$ cat config.mk
export PLATFORM = sky130hd
export DESIGN_NAME = reg_wb_ctrl_flat
export DESIGN_NICKNAME = d
export VERILOG_FILES = /design/src/rtl/reg_wb_pkg.sv /design/src/rtl/reg_wb_ctrl_if.sv /design/src/rtl/wb_fifo_2w1r.sv /design/src/rtl/reg_wb_ctrl.sv /design/src/flat_wrapper.sv
export SDC_FILE = /design/constraint.sdc
export NUM_CORES = 1
export LEC_CHECK = 0
export ABC_AREA = 1
export CORE_MARGIN = 2
export CORE_UTILIZATION = 45
export DETAILED_ROUTE_END_ITERATION = 6
export PLACE_DENSITY_LB_ADDON = 0.12
export SLEW_MARGIN = 15
export SYNTH_ARGS = -nofsm -noshare
export SYNTH_HDL_FRONTEND = slang
export SYNTH_SLANG_ARGS = --single-unit
$ cat constraint.sdc
create_clock -name clk -period 3.1 [get_ports clk]
set_input_delay 0.465 -clock clk [delete_from_list [all_inputs] [get_ports clk]]
set_output_delay 0.465 -clock clk [all_outputs]
set_load 0.01 [all_outputs]
$ cat src/rtl/reg_wb_pkg.sv
// reg_wb_pkg: shared types and widths for the write-back controller.
//   REG_ADDR_W - register index width (16 registers)
//   REG_DATA_W - register data width
//   wb_entry_t - one pending register write {rd, data}
package reg_wb_pkg;
  localparam int REG_ADDR_W = 4;
  localparam int REG_DATA_W = 16;

  typedef struct packed {
    logic [REG_ADDR_W-1:0] rd;
    logic [REG_DATA_W-1:0] data;
  } wb_entry_t;
endpackage

$ cat src/rtl/reg_wb_ctrl_if.sv
// reg_wb_ctrl_if: producer handshakes, register-file write port and bypass
// query of the write-back controller.
//   slave  - seen by reg_wb_ctrl (takes results, drives wb_* and q_*)
//   master - seen by the producers / register file / decode side
interface reg_wb_ctrl_if;
  import reg_wb_pkg::*;

  logic                  mem_valid;
  logic [REG_ADDR_W-1:0] mem_rd;
  logic [REG_DATA_W-1:0] mem_data;
  logic                  mem_ready;
  logic                  alu_valid;
  logic [REG_ADDR_W-1:0] alu_rd;
  logic [REG_DATA_W-1:0] alu_data;
  logic                  alu_ready;
  logic                  wb_regwrt;
  logic [REG_ADDR_W-1:0] wb_wr;
  logic [REG_DATA_W-1:0] wb_wd;
  logic [REG_ADDR_W-1:0] q_addr;
  logic                  q_hit;
  logic [REG_DATA_W-1:0] q_data;

  modport slave (
    input  mem_valid, mem_rd, mem_data, alu_valid, alu_rd, alu_data, q_addr,
    output mem_ready, alu_ready, wb_regwrt, wb_wr, wb_wd, q_hit, q_data
  );
  modport master (
    output mem_valid, mem_rd, mem_data, alu_valid, alu_rd, alu_data, q_addr,
    input  mem_ready, alu_ready, wb_regwrt, wb_wr, wb_wd, q_hit, q_data
  );
endinterface

$ cat src/rtl/wb_fifo_2w1r.sv
// wb_fifo_2w1r: circular buffer with two ordered write ports and one read port.
//   clk, rst_n     - clock, async active-low reset (pointers/count cleared)
//   we0_i, wd0_i   - first write (older entry when both ports write)
//   we1_i, wd1_i   - second write (lands after wd0_i, or alone at the tail)
//   re_i           - pop head; ignored when empty
//   head_o         - entry at the read pointer
//   count_o        - occupancy
//   rptr_o, ent_o  - read pointer and raw storage, for the bypass search
module wb_fifo_2w1r
  import reg_wb_pkg::*;
#(
  parameter  int DEPTH = 4,
  localparam int PW    = $clog2(DEPTH),
  localparam int CW    = $clog2(DEPTH + 1)
) (
  input  logic                  clk,
  input  logic                  rst_n,
  input  logic                  we0_i,
  input  wb_entry_t             wd0_i,
  input  logic                  we1_i,
  input  wb_entry_t             wd1_i,
  input  logic                  re_i,
  output wb_entry_t             head_o,
  output logic [CW-1:0]         count_o,
  output logic [PW-1:0]         rptr_o,
  output wb_entry_t [DEPTH-1:0] ent_o
);
  wb_entry_t [DEPTH-1:0] mem_q;
  logic [PW-1:0] wptr_q, wptr_d, rptr_q, rptr_d, wptr1;
  logic [CW-1:0] count_q, count_d;
  logic          re_ok;

  assign re_ok = re_i && (count_q != '0);
  // second port follows the first only when the first actually writes
  assign wptr1 = wptr_q + PW'(we0_i);

  always_comb begin
    wptr_d  = wptr_q + PW'(we0_i) + PW'(we1_i);
    rptr_d  = rptr_q + PW'(re_ok);
    count_d = count_q + CW'(we0_i) + CW'(we1_i) - CW'(re_ok);
  end

  always_ff @(posedge clk or negedge rst_n) begin
    if (!rst_n) begin
      wptr_q  <= '0;
      rptr_q  <= '0;
      count_q <= '0;
    end else begin
      wptr_q  <= wptr_d;
      rptr_q  <= rptr_d;
      count_q <= count_d;
    end
  end

  // storage needs no reset: only entries inside count are ever consumed
  always_ff @(posedge clk) begin
    if (we0_i) mem_q[wptr_q] <= wd0_i;
    if (we1_i) mem_q[wptr1]  <= wd1_i;
  end

  assign head_o  = mem_q[rptr_q];
  assign count_o = count_q;
  assign rptr_o  = rptr_q;
  assign ent_o   = mem_q;
endmodule

$ cat src/rtl/reg_wb_ctrl.sv
// reg_wb_ctrl: write-back controller. Queues load and ALU results in order
// and retires one register-file write per cycle.
//   clk, rst_n - clock, async active-low reset
//   bus        - reg_wb_ctrl_if.slave: mem/alu valid-ready inputs,
//                registered wb_regwrt/wb_wr/wb_wd, bypass q_addr/q_hit/q_data
// Build option: REG_WB_BYPASS_EN enables the combinational bypass search;
// without it q_hit/q_data are tied to 0.
module reg_wb_ctrl
  import reg_wb_pkg::*;
#(
  parameter int DEPTH = 4
) (
  input  logic         clk,
  input  logic         rst_n,
  reg_wb_ctrl_if.slave bus
);
  localparam int PW = $clog2(DEPTH);
  localparam int CW = $clog2(DEPTH + 1);
  localparam logic [CW-1:0] DEPTH_C = CW'(DEPTH);

  logic [CW-1:0]         count, free;
  logic [PW-1:0]         rptr;
  wb_entry_t [DEPTH-1:0] ent;
  wb_entry_t             head, mem_e, alu_e;
  logic                  mem_ready, alu_ready, mem_push, alu_push, pop;
  logic                  we0, we1;
  wb_entry_t             wd0;
  logic                  regwrt_q;
  logic [REG_ADDR_W-1:0] wr_q;
  logic [REG_DATA_W-1:0] wd_q;

  // free space from registered count only; same-cycle pop is not credited
  assign free      = DEPTH_C - count;
  assign mem_ready = (free >= CW'(1));
  // mem has priority on the last free slot
  assign alu_ready = (free >= CW'(2)) || ((free >= CW'(1)) && !bus.mem_valid);
  assign mem_push  = bus.mem_valid && mem_ready;
  assign alu_push  = bus.alu_valid && alu_ready;

  assign mem_e = '{rd: bus.mem_rd, data: bus.mem_data};
  assign alu_e = '{rd: bus.alu_rd, data: bus.alu_data};

  // port 0 takes whichever result is older; port 1 only when both push
  assign we0 = mem_push || alu_push;
  assign wd0 = mem_push ? mem_e : alu_e;
  assign we1 = mem_push && alu_push;
  assign pop = (count != '0);

  wb_fifo_2w1r #(.DEPTH(DEPTH)) u_fifo (
    .clk     (clk),
    .rst_n   (rst_n),
    .we0_i   (we0),
    .wd0_i   (wd0),
    .we1_i   (we1),
    .wd1_i   (alu_e),
    .re_i    (pop),
    .head_o  (head),
    .count_o (count),
    .rptr_o  (rptr),
    .ent_o   (ent)
  );

  always_ff @(posedge clk or negedge rst_n) begin
    if (!rst_n) begin
      regwrt_q <= 1'b0;
      wr_q     <= '0;
      wd_q     <= '0;
    end else begin
      regwrt_q <= pop;
      if (pop) begin
        wr_q <= head.rd;
        wd_q <= head.data;
      end
    end
  end

  assign bus.mem_ready = mem_ready;
  assign bus.alu_ready = alu_ready;
  assign bus.wb_regwrt = regwrt_q;
  assign bus.wb_wr     = wr_q;
  assign bus.wb_wd     = wd_q;

`ifdef REG_WB_BYPASS_EN
  logic                  hit;
  logic [REG_DATA_W-1:0] hdata;
  logic [PW-1:0]         idx;

  // walk oldest to newest so the last match (newest) wins;
  // the output register is older than anything still queued
  always_comb begin
    hit   = 1'b0;
    hdata = '0;
    idx   = '0;
    if (regwrt_q && (wr_q == bus.q_addr)) begin
      hit   = 1'b1;
      hdata = wd_q;
    end
    for (int i = 0; i < DEPTH; i++) begin
      idx = rptr + PW'(i);
      if ((CW'(i) < count) && (ent[idx].rd == bus.q_addr)) begin
        hit   = 1'b1;
        hdata = ent[idx].data;
      end
    end
  end

  assign bus.q_hit  = hit;
  assign bus.q_data = hdata;
`else
  logic unused_bypass;
  assign unused_bypass = ^{bus.q_addr, ent, rptr};
  assign bus.q_hit     = 1'b0;
  assign bus.q_data    = '0;
`endif
endmodule

$ cat src/flat_wrapper.sv
// flat-port wrapper written by rule: the top's interface ports become plain ports
module reg_wb_ctrl_flat import reg_wb_pkg::*;
#(
  parameter int DEPTH = 4
)
  (clk, rst_n, bus_mem_valid, bus_mem_rd, bus_mem_data, bus_alu_valid, bus_alu_rd, bus_alu_data, bus_q_addr, bus_mem_ready, bus_alu_ready, bus_wb_regwrt, bus_wb_wr, bus_wb_wd, bus_q_hit, bus_q_data);
  reg_wb_ctrl_if bus_i ();
  input  logic clk;
  input  logic rst_n;
  input wire logic [$bits(bus_i.mem_valid)-1:0] bus_mem_valid;
  input wire logic [$bits(bus_i.mem_rd)-1:0] bus_mem_rd;
  input wire logic [$bits(bus_i.mem_data)-1:0] bus_mem_data;
  input wire logic [$bits(bus_i.alu_valid)-1:0] bus_alu_valid;
  input wire logic [$bits(bus_i.alu_rd)-1:0] bus_alu_rd;
  input wire logic [$bits(bus_i.alu_data)-1:0] bus_alu_data;
  input wire logic [$bits(bus_i.q_addr)-1:0] bus_q_addr;
  output wire logic [$bits(bus_i.mem_ready)-1:0] bus_mem_ready;
  output wire logic [$bits(bus_i.alu_ready)-1:0] bus_alu_ready;
  output wire logic [$bits(bus_i.wb_regwrt)-1:0] bus_wb_regwrt;
  output wire logic [$bits(bus_i.wb_wr)-1:0] bus_wb_wr;
  output wire logic [$bits(bus_i.wb_wd)-1:0] bus_wb_wd;
  output wire logic [$bits(bus_i.q_hit)-1:0] bus_q_hit;
  output wire logic [$bits(bus_i.q_data)-1:0] bus_q_data;
  assign bus_i.mem_valid = bus_mem_valid;
  assign bus_i.mem_rd = bus_mem_rd;
  assign bus_i.mem_data = bus_mem_data;
  assign bus_i.alu_valid = bus_alu_valid;
  assign bus_i.alu_rd = bus_alu_rd;
  assign bus_i.alu_data = bus_alu_data;
  assign bus_i.q_addr = bus_q_addr;
  assign bus_mem_ready = bus_i.mem_ready;
  assign bus_alu_ready = bus_i.alu_ready;
  assign bus_wb_regwrt = bus_i.wb_regwrt;
  assign bus_wb_wr = bus_i.wb_wr;
  assign bus_wb_wd = bus_i.wb_wd;
  assign bus_q_hit = bus_i.q_hit;
  assign bus_q_data = bus_i.q_data;
  reg_wb_ctrl #(.DEPTH(DEPTH)) u_core (.clk(clk), .rst_n(rst_n), .bus(bus_i));
endmodule
==> qor.log, run 1 <==
qor: status.status complete, no violations
qor: yosys.yosys.area.top_type_share 25.5%
qor: yosys.synthAdderAreaFrac 2.23%
qor: critical_path.worst_r2r_path_depth 13
qor: critical_path.rr_endpoint u_core.u_fifo.ent_o[58]
qor: grt.grt_first_pass_wirelength 27.7 mm
qor: critical_path.worstPathCellList inv_1, ha_1, ha_1, inv_1, nor2_2, nand2_2, buf_4, clkdlybuf4s50_1
qor: placement.port_buffers 66
qor: finish.diodes_inserted 0
qor: critical_path.timing.critical_path.slowest_stage_cell clkdlybuf4s50_1
qor: clock_tree.cts_sinks 108
qor: timing.worst_pin_slew 1.09 ns
qor: timing.final-max-slew-violation-count 0
qor: floorplanning.design.die.area 14900 um^2
qor: placement.post-place-cells 1150
qor: timing.layout_setup_ws 0.177 ns
qor: yosys.synthesized_area_fraction_occupied_by_ao_oa_aoi_and_oai_cells 8.48%
qor: yosys.avgSynthCellArea 6.56 um^2
qor: timing.hold_violations 0
qor: pwr.power.density 1150 nW/um^2
qor: clock_tree.cts-htree-levels 3
qor: pwr.vdd_ir_drop_max 0.000483 V
qor: timing.fin_tns_setup 0 ns
qor: grt.grt_start_max_net_pins 52
qor: timing.finalSetupViolCount 0
qor: job.maxCapViolCount 0
qor: finish.stdcell_count 1166
qor: route.drc 0
qor: clock_tree.ctsLongestPathBuffers 2
qor: timing.layout_worst_path_cycle_share 94.3%
qor: route.vias 6054
qor: finish.final_layout_size_suffix_gt1_share 4.46%
qor: placement.placed_cell_area 6880 um^2
qor: floorplanning.io-pin-count 88
qor: grt.overall_fraction_of_global_route_tracks_in_use 24.0%
qor: yosys.synth_area_leaders dfxtp_1, nand2_1, dfrtp_1
qor: critical_path.worst_setup_path_end_kind primary output
qor: critical_path.critical_path_arrival 2.46 ns
qor: yosys.synth_cell_types 26
qor: placement.gp_congestion 0.855
qor: placement.place.detailed.hpwl 12.1 mm
qor: floorplanning.chipWidth 122 um
qor: critical_path.critPathLaunchType register
qor: yosys.post_synth_mux_area_share 0%
qor: timing.maxSlewHeadroom 27.0%
qor: critical_path.slowest_delay 0.55 ns
qor: yosys.synthesis.yosys.warnings 0
qor: placement.post-place-ws 0.260 ns
qor: timing.max_freq 342 MHz
qor: pwr.totalPowerFinal 8.27 mW
qor: critical_path.critPathKind reg -> out
qor: yosys.synth_area_leader_cell dfxtp_1
qor: route.via_per_inst 5.19
qor: floorplanning.die_h 122 um
qor: timing.finalHoldWorstSlack 0.492 ns
qor: finish.area_added_between_synthesis_and_finish 14.3%
qor: critical_path.crit-reg2reg-launch u_core.u_fifo.count_o[1]
qor: yosys.synth_seq_area_share 36.6%
qor: grt.grt.overflow.total 0
qor: finish.post-route-util 52.2%
qor: yosys.ys.flop_type dfxtp_1
qor: route.route.detailed.wl_per_inst 15.2 um
qor: clock_tree.clkTransAtPathRegs 0.08 ns
qor: yosys.share_of_synthesized_flip_flops_with_an_asynchronous_set_or_reset 25.9%
qor: yosys.post_synthesis_cell_area 6290 um^2
qor: pwr.power_leakage 3.79 nW
qor: clock_tree.cts_tree done
qor: grt.antenna_found_initial 0
qor: hold_path.holdCritPathClass in -> async
qor: route.drt_first_iter_violations 863
qor: route.drt.antenna.violating_nets 0
qor: grt.grt_pass1_vias 5109
qor: floorplanning.core_region_area 13800 um^2
qor: critical_path.crit_path_max_fanout 12
qor: timing.rsz0062_at_grt no
qor: clock_tree.worst_skew_pair.late_latency 0.36 ns
qor: yosys.edff_count_synth 0
qor: route.drtPass1Iterations 5
qor: yosys.netlist_instances 958
qor: timing.fin_crit 2.92 ns
qor: finish.finish.instance_area 7190 um^2
qor: clock_tree.root_buffer clkbuf_16
qor: clock_tree.cts-buffers-inserted 9
qor: floorplanning.initial_utilization 45.6%
qor: yosys.number_of_register_bits_inferred_by_synthesis 108
qor: timing.fin_skew 0.00841 ns
qor: finish.finalNetCount 1039
qor: critical_path.critical_path_required 2.63 ns
qor: critical_path.rrSetupSlack 0.25 ns
qor: floorplanning.placement_rows 43
qor: route.totalWireLength 17.7 mm
qor: yosys.synth_top_family_by_area simple AND/OR/NAND/NOR gates
qor: yosys.post_synth_xor_area_fraction 0.697%
qor: yosys.post_synthesis_share_of_cell_area_spent_on_and_or_nand_and_nor_gates 35.4%
cell families (layout without fill, tap and decap cells):
family,Yosys count,in the layout
AND/OR/NAND/NOR,501,501
other,1,17
adder cells (fa/ha/maj),10,10
XOR/XNOR,5,5
flip-flops,108,108
buffers and inverters,232,244
AO/OA/AOI/OAI,101,101
power breakdown:
part	leakage (nW)	switching, mW	internal (mW)	total, mW
sequential	0.989	0.393	2.17	2.57
combinational	2.65	2.86	1.64	4.49
clock	0.145	0.569	0.638	1.21
total	3.79	3.82	4.45	8.27
cell usage in the layout, fill, tap and decap left out, types with 4 or more instances in the layout:
master,instances
ha_1,8
inv_1,136
nand3_1,104
clkdlybuf4s50_1,66
nor2_1,24
inv_2,4
o21ai_0,40
a21oi_1,40
a31oi_1,20
dfxtp_1,80
clkbuf_16,9
conb_1,17
dfrtp_1,28
nand4_1,80
buf_4,20
nand2_1,289
how the worst max path moves through the flow:
stage / start / cells after the start / endpoint
finish: u_core.u_fifo.count_o[1] / 8 / bus_mem_ready
global route: u_core.u_fifo.count_o[1] / 14 / u_core.u_fifo.ent_o[65]
CTS: u_core.u_fifo.count_o[1] / 8 / bus_mem_ready
detailed placement: u_core.u_fifo.count_o[1] / 13 / u_core.u_fifo.count_o[2]
global placement: u_core.u_fifo.count_o[1] / 13 / u_core.u_fifo.ent_o[57]
floorplan: u_core.u_fifo.count_o[0] / 18 / u_core.u_fifo.ent_o[40]
area by class of cell:
| type | instances | area, um^2 |
|---|---|---|
| timing repair buffer | 86 | 811 |
| inverter | 142 | 533 |
| multi-input combinational | 634 | 3020 |
| fill | 1418 | 6590 |
| tap | 180 | 225 |
| clock inverter | 6 | 71.3 |
| clock buffer | 10 | 229 |
| sequential | 108 | 2300 |
critical path, delay by kind of cell, from the launching register on:
family,cells,cell delay (ns)
adder cells (fa/ha/maj),2,0.49
buffers and inverters,4,0.94
flip-flops,1,0.43
AND/OR/NAND/NOR,2,0.22
metal layers:
metal	up-vias	GRT usage, %	share of wire, %
met2	268	32.7	40
met3	16	2.34	8.7
met1	2684	39.0	50
met5	-	0	0
met4	0	7.33	1.4
li1	3086	-	-
Yosys cell counts (4+ instances only):
cell type    n
a31oi_1     20
nor2_1      24
buf_4       17
clkbuf_1    31
buf_6        9
nand2_1    289
ha_1         8
dfrtp_1     28
dfxtp_1     80
a21oi_1     40
inv_1      136
inv_2        4
nand4_1     80
o21ai_0     40
nand3_1    104
buf_2       28
buf_1        5
state kept, by name (all words and copies together) (netlist names):
signal and flops:
u_core.u_fifo.ent_o 80, u_core.bus.wb_wd 16, u_core.bus.wb_wr 4, u_core.u_fifo.count_o 3
u_core.u_fifo.rptr_o 2, u_core.u_fifo.wptr_q 2, u_core.bus.wb_regwrt 1
what timing repair did:
action                                  CTS  global route
hold endpoints to repair                  0             0
hold buffers                              0             0
gates resized for setup                   0             1
endpoints found under the setup margin    0            30
buffers inserted                          0             0
(Power assumes the default switching activity.)
==> inputs of run 2 (changes only) <==
CORE_UTILIZATION = 34   (was 45)
==> run 2 against run 1 <==
Net effect: maximum frequency increased by 3.2%; clock power about the same; cell count increased by 4.9%; die area increased by 31%; cell area increased by 2.0%; critical endpoint is now u_core.u_fifo.ent_o[24]; critical path type is now reg -> reg; non-clock buffer count increased by 8; first-iteration DRC count decreased by 42%; global-route usage decreased by 2.5 points; critical path depth increased by 7.
==> qor.log, run 2 (same netlist as run 1, synthesis figures left out) <==
qor: placement.place.detailed.hpwl 13.4 mm
qor: pwr.vdd_ir_drop_max 0.000458 V
qor: job.maxCapViolCount 0
qor: clock_tree.cts_sinks 108
qor: clock_tree.ctsLongestPathBuffers 2
qor: clock_tree.clkTransAtPathRegs 0.07 ns
qor: critical_path.rrSetupSlack 0.27 ns
qor: critical_path.critPathLaunchType register
qor: route.drt.antenna.violating_nets 0
qor: placement.port_buffers 66
qor: route.drc 0
qor: timing.fin_tns_setup 0 ns
qor: critical_path.crit_path_max_fanout 20
qor: clock_tree.post_cts.repair.setup_buffers 0
qor: placement.gp_congestion 0.844
qor: route.vias 6060
qor: timing.fin_crit 2.83 ns
qor: route.drtPass1Iterations 4
qor: finish.largest_register_ffs 80
qor: critical_path.worst_setup_path_end_kind register
qor: floorplanning.initial_utilization 34.9%
qor: floorplanning.core_region_area 18000 um^2
qor: status.status complete, no violations
qor: clock_tree.cts_tree done
qor: finish.post-route-util 40.7%
qor: route.route.detailed.wl_per_inst 16.8 um
qor: critical_path.critical_path_arrival 3.14 ns
qor: critical_path.critPathKind reg -> reg
qor: route.totalWireLength 20.6 mm
qor: clock_tree.cts-buffers-inserted 9
qor: floorplanning.io-pin-count 88
qor: grt.grt_start_max_net_pins 85
qor: finish.area_added_between_synthesis_and_finish 16.6%
qor: timing.hold_violations 0
qor: grt.grt_pass1_vias 5649
qor: timing.worst_pin_slew 1.07 ns
qor: grt.overall_fraction_of_global_route_tracks_in_use 21.5%
qor: timing.fin_skew 0.00641 ns
qor: timing.maxSlewHeadroom 28.6%
qor: clock_tree.post_cts.resized_instances 0
qor: clock_tree.cts-htree-levels 3
qor: floorplanning.design.die.area 19600 um^2
qor: floorplanning.die_h 140 um
qor: clock_tree.root_buffer clkbuf_16
qor: route.via_per_inst 4.96
qor: finish.finalNetCount 1047
qor: finish.final_layout_size_suffix_gt1_share 5.03%
qor: grt.grt_first_pass_wirelength 32.9 mm
qor: timing.finalSetupViolCount 0
qor: finish.diodes_inserted 0
qor: hold_path.holdCritPathClass in -> async
qor: finish.layout.cells.most_common nand2_1
qor: floorplanning.placement_rows 49
qor: route.drt_first_iter_violations 501
qor: grt.antenna_found_initial 0
qor: timing.layout_worst_path_cycle_share 91.3%
qor: timing.rsz0062_at_grt no
qor: pwr.power_leakage 3.83 nW
qor: finish.mostFrequentLayoutCells nand2_1, inv_1, nand3_1
qor: critical_path.critical_path_required 3.41 ns
qor: timing.max_freq 353 MHz
qor: clock_tree.post_cts_hold_buffer_count 0
qor: grt.grt.overflow.total 0
qor: clock_tree.worst_skew_pair.late_latency 0.36 ns
qor: finish.nFillCells 1960
qor: pwr.power.density 1160 nW/um^2
qor: floorplanning.chipWidth 140 um
qor: timing.final-max-slew-violation-count 0
-- run 2: cell types whose count changed in the layout (fill, tap and decap cells not counted), sizes merged --
cell | before | now
buf | 20 | 28
clkbuf | 10 | 15
inv | 143 | 140
clkinv | 3 | 2
clkinvlp | 1 | 0
-- run 2: power breakdown --
| group | internal (mW) | switching, mW |
|---|---|---|
| sequential | 2.18 | 0.367 |
| clock | 0.696 | 0.546 |
| combinational | 1.71 | 3.02 |
| total | 4.58 | 3.93 |
-- run 2: layout make-up --
type                    instances  area [um^2]  area share, %
inverters                     142          541           7.37
flip-flops and latches        108         2300           31.4
well taps                     229          287           3.91
clock inverters                 1         30.0          0.410
repair buffers                 94          883           12.0
multi-input cells             634         3010           41.1
clock buffers                  15          278           3.79
-- run 2: through the flow --
stage          hold slack, ns  cells  worst slack (ns)  area (um^2)  power (mW)
2_1_floorplan           0.169    974             0.419         6350        5.81
3_3_place_gp            0.516   1207             0.164         7010        7.24
3_5_place_dp            0.523   1207            0.0917         7010        7.27
4_1_cts                 0.529   1223            0.0733         7320        8.53
5_1_grt                 0.555   1223            0.0134         7330        9.32
6_report                0.519   1223             0.268         7330        8.52
-- run 2: worst max-delay path, stage by stage, from the launching register on --
cell     delay (ns)
dfrtp_1        0.39
inv_1          0.10
ha_1           0.21
ha_1           0.29
inv_1          0.05
nor2_2         0.11
nand2_2        0.18
nand2_1        0.14
nand2_2        0.10
ha_1           0.33
inv_1          0.05
nor2_1         0.17
nand2_1        0.11
inv_2          0.36
nand2_1        0.11
nand2_1        0.08
-- run 2: final timing paths --
check                                         start  cells past startpoint                       end
max                        u_core.u_fifo.count_o[0]                     15   u_core.u_fifo.ent_o[24]
min                                           rst_n                      2      u_core.bus.wb_wd[13]
max reg2reg                u_core.u_fifo.count_o[0]                     15   u_core.u_fifo.ent_o[24]
min reg2reg                u_core.u_fifo.count_o[1]                      1  u_core.u_fifo.count_o[2]
max in group asynchronous                     rst_n                      2       u_core.bus.wb_wd[4]
min in group clk           u_core.u_fifo.count_o[1]                      1  u_core.u_fifo.count_o[2]
-- run 2: layer usage --
layer | global-route usage [%] | part of all wire, %
met5 | 0 | 0
met1 | 33.0 | 52
met4 | 6.58 | 1.3
met2 | 31.0 | 42
met3 | 2.94 | 4.7
==> inputs of run 3 (changes only) <==
CORE_ASPECT_RATIO = 1.75   (was default)
==> run 3 against run 2 <==
Net effect: routed wire length increased by 10%; combinational power increased by 3%; clock-buffer cell count decreased by 5; die area increased by 0.22%; critical path depth decreased by 1; sequential share of layout area about the same; register-to-register slack got worse by 0.02 ns; utilization decreased by 0.068 points; clock power decreased by 6%; power increased by 0.28%; clock skew increased by 0.0029 ns; sequential cell count unchanged; largest cell class unchanged.
==> qor.log, run 3 (same netlist as run 1, synthesis figures left out) <==
qor: status.status complete, no violations
qor: critical_path.critPathLaunchType register
qor: finish.stdcell_count 1230
qor: finish.area_added_between_synthesis_and_finish 16.6%
qor: placement.port_buffers 66
qor: critical_path.critical_path_arrival 3.13 ns
qor: finish.diodes_inserted 0
qor: route.drtPass1Iterations 5
qor: floorplanning.placement_rows 65
qor: clock_tree.cts-htree-levels 3
qor: critical_path.rrSetupSlack 0.25 ns
qor: floorplanning.design.die.area 19600 um^2
qor: floorplanning.io-pin-count 88
qor: placement.gp_congestion 0.827
qor: clock_tree.cts_sinks 108
qor: floorplanning.chipWidth 107 um
qor: timing.fin_crit 2.85 ns
qor: timing.rsz0062_at_grt no
qor: pwr.power.share.clock 13.8%
qor: grt.antenna_found_initial 0
qor: placement.placed_cell_area 7020 um^2
qor: hold_path.min-delay-start u_core.u_fifo.count_o[1]
qor: critical_path.worst_setup_path_startpoint u_core.u_fifo.count_o[0]
qor: route.via_per_inst 5.11
qor: clock_tree.post_cts_hold_buffer_count 0
qor: timing.maxSlewHeadroom 40.0%
qor: pwr.power.combinational.fraction 56.9%
qor: finish.finish.instance_area 7330 um^2
qor: pwr.p_int 4.47 mW
qor: critical_path.worst_setup_path_end_kind register
qor: grt.overall_fraction_of_global_route_tracks_in_use 23.6%
qor: hold_path.holdCritPathClass reg -> reg
qor: pwr.switching_share 47.7%
qor: route.drc 0
qor: finish.mostFrequentLayoutCells nand2_1, inv_1, nand3_1
qor: finish.seq_area 2300 um^2
qor: finish.finalNetCount 1049
qor: pwr.power.sequential.fraction 29.4%
qor: pwr.vdd_ir_drop_max 0.000353 V
qor: critical_path.crit_path_max_fanout 11
qor: finish.nFillCells 2023
qor: timing.fin_tns_setup 0 ns
qor: clock_tree.cts_tree done
qor: finish.post-route-util 40.6%
qor: timing.worst_pin_slew 0.898 ns
qor: pwr.power_leakage 3.83 nW
qor: grt.grt_pass1_vias 6057
qor: critical_path.crit-reg2reg-launch u_core.u_fifo.count_o[0]
qor: clock_tree.root_buffer clkbuf_16
qor: grt.grt_start_max_net_pins 85
qor: critical_path.critPathKind reg -> reg
qor: timing.final-max-slew-violation-count 0
qor: finish.final_layout_size_suffix_gt1_share 5.62%
qor: grt.grt_first_pass_wirelength 34.7 mm
qor: timing.finalSetupViolCount 0
qor: timing.fin_skew 0.00935 ns
qor: clock_tree.cts-buffers-inserted 9
qor: timing.hold_violations 0
qor: pwr.power.density 1160 nW/um^2
qor: finish.area_used_by_multi_input_combinational_logic 3020 um^2
qor: floorplanning.initial_utilization 34.8%
qor: clock_tree.ctsLongestPathBuffers 2
qor: pwr.net-switching-power 4.07 mW
qor: timing.max_freq 350 MHz
qor: floorplanning.die_h 184 um
qor: job.maxCapViolCount 0
qor: placement.post-place-cells 1214
qor: route.totalWireLength 22.7 mm
qor: pwr.totalPowerFinal 8.54 mW
qor: clock_tree.clkTransAtPathRegs 0.08 ns
qor: clock_tree.worst_skew_pair.late_latency 0.36 ns
qor: floorplanning.core_region_area 18100 um^2
qor: route.vias 6287
qor: timing.layout_worst_path_cycle_share 92.1%
qor: placement.place.detailed.hpwl 14.6 mm
qor: critical_path.critical_path_required 3.38 ns
qor: route.drt_first_iter_violations 369
qor: finish.largest_register_ffs 80
qor: grt.grt.overflow.total 0
qor: route.route.detailed.wl_per_inst 18.4 um
qor: route.drt.antenna.violating_nets 0
qor: finish.layout.cells.most_common nand2_1
-- run 3: path summary, 6_finish.rpt --
kind | end | depth (start not counted)
min in group asynchronous | u_core.u_fifo.count_o[2] | 2
worst min register to register | u_core.u_fifo.count_o[2] | 1
worst min-delay path | u_core.u_fifo.count_o[2] | 1
worst max register to register | u_core.u_fifo.count_o[2] | 14
worst max-delay path | u_core.u_fifo.count_o[2] | 14
max in group asynchronous | u_core.u_fifo.count_o[1] | 2
-- run 3: power by group through the flow --
stage / combinational (mW) / sequential [mW] / clock [mW]
2_1_floorplan: 3.31 / 2.50 / 0
3_3_place_gp: 4.80 / 2.52 / 0
3_5_place_dp: 4.83 / 2.54 / 0
4_1_cts: 4.85 / 2.50 / 1.19
5_1_grt: 5.49 / 2.59 / 1.25
6_report: 4.86 / 2.51 / 1.17
-- run 3: critical path, stage by stage (launching register included) --
cell     delay [ns]
dfrtp_1        0.39
inv_1          0.11
ha_1           0.21
ha_1           0.30
inv_1          0.07
nor2_2         0.04
nand2_2        0.07
buf_4          0.17
nand4_2        0.16
ha_1           0.34
fa_1           0.16
inv_1          0.05
fa_1           0.39
xnor2_1        0.18
xor2_1         0.16
-- run 3: final cells by class --
type,count,area share (%)
timing repair buffer,96,12.1
clock buffer,10,3.26
tap,234,3.99
multi-input combinational,634,41.1
sequential,108,31.4
inverter,142,7.31
clock inverter,6,0.751
-- run 3: through the flow --
stage	hold WS (ns)	setup WS, ns
finish	0.529	0.246
detailed placement	0.529	0.177
global placement	0.526	0.195
CTS	0.549	0.180
floorplan	0.169	0.419
global route	0.554	0.000197
-- run 3: metal layers --
layer | share of wire [%] | global-route usage [%] | vias up
met5 | 0 | 0 | -
met2 | 52 | 43.7 | 184
li1 | - | - | 3105
met3 | 4.0 | 2.16 | 43
met4 | 4.8 | 11.4 | 0
met1 | 39 | 26.7 | 2955
-- run 3: repair_timing --
action                     in CTS  in global routing
setup endpoints to repair       0                 40
resized for setup               0                  5
buffers inserted                0                  0
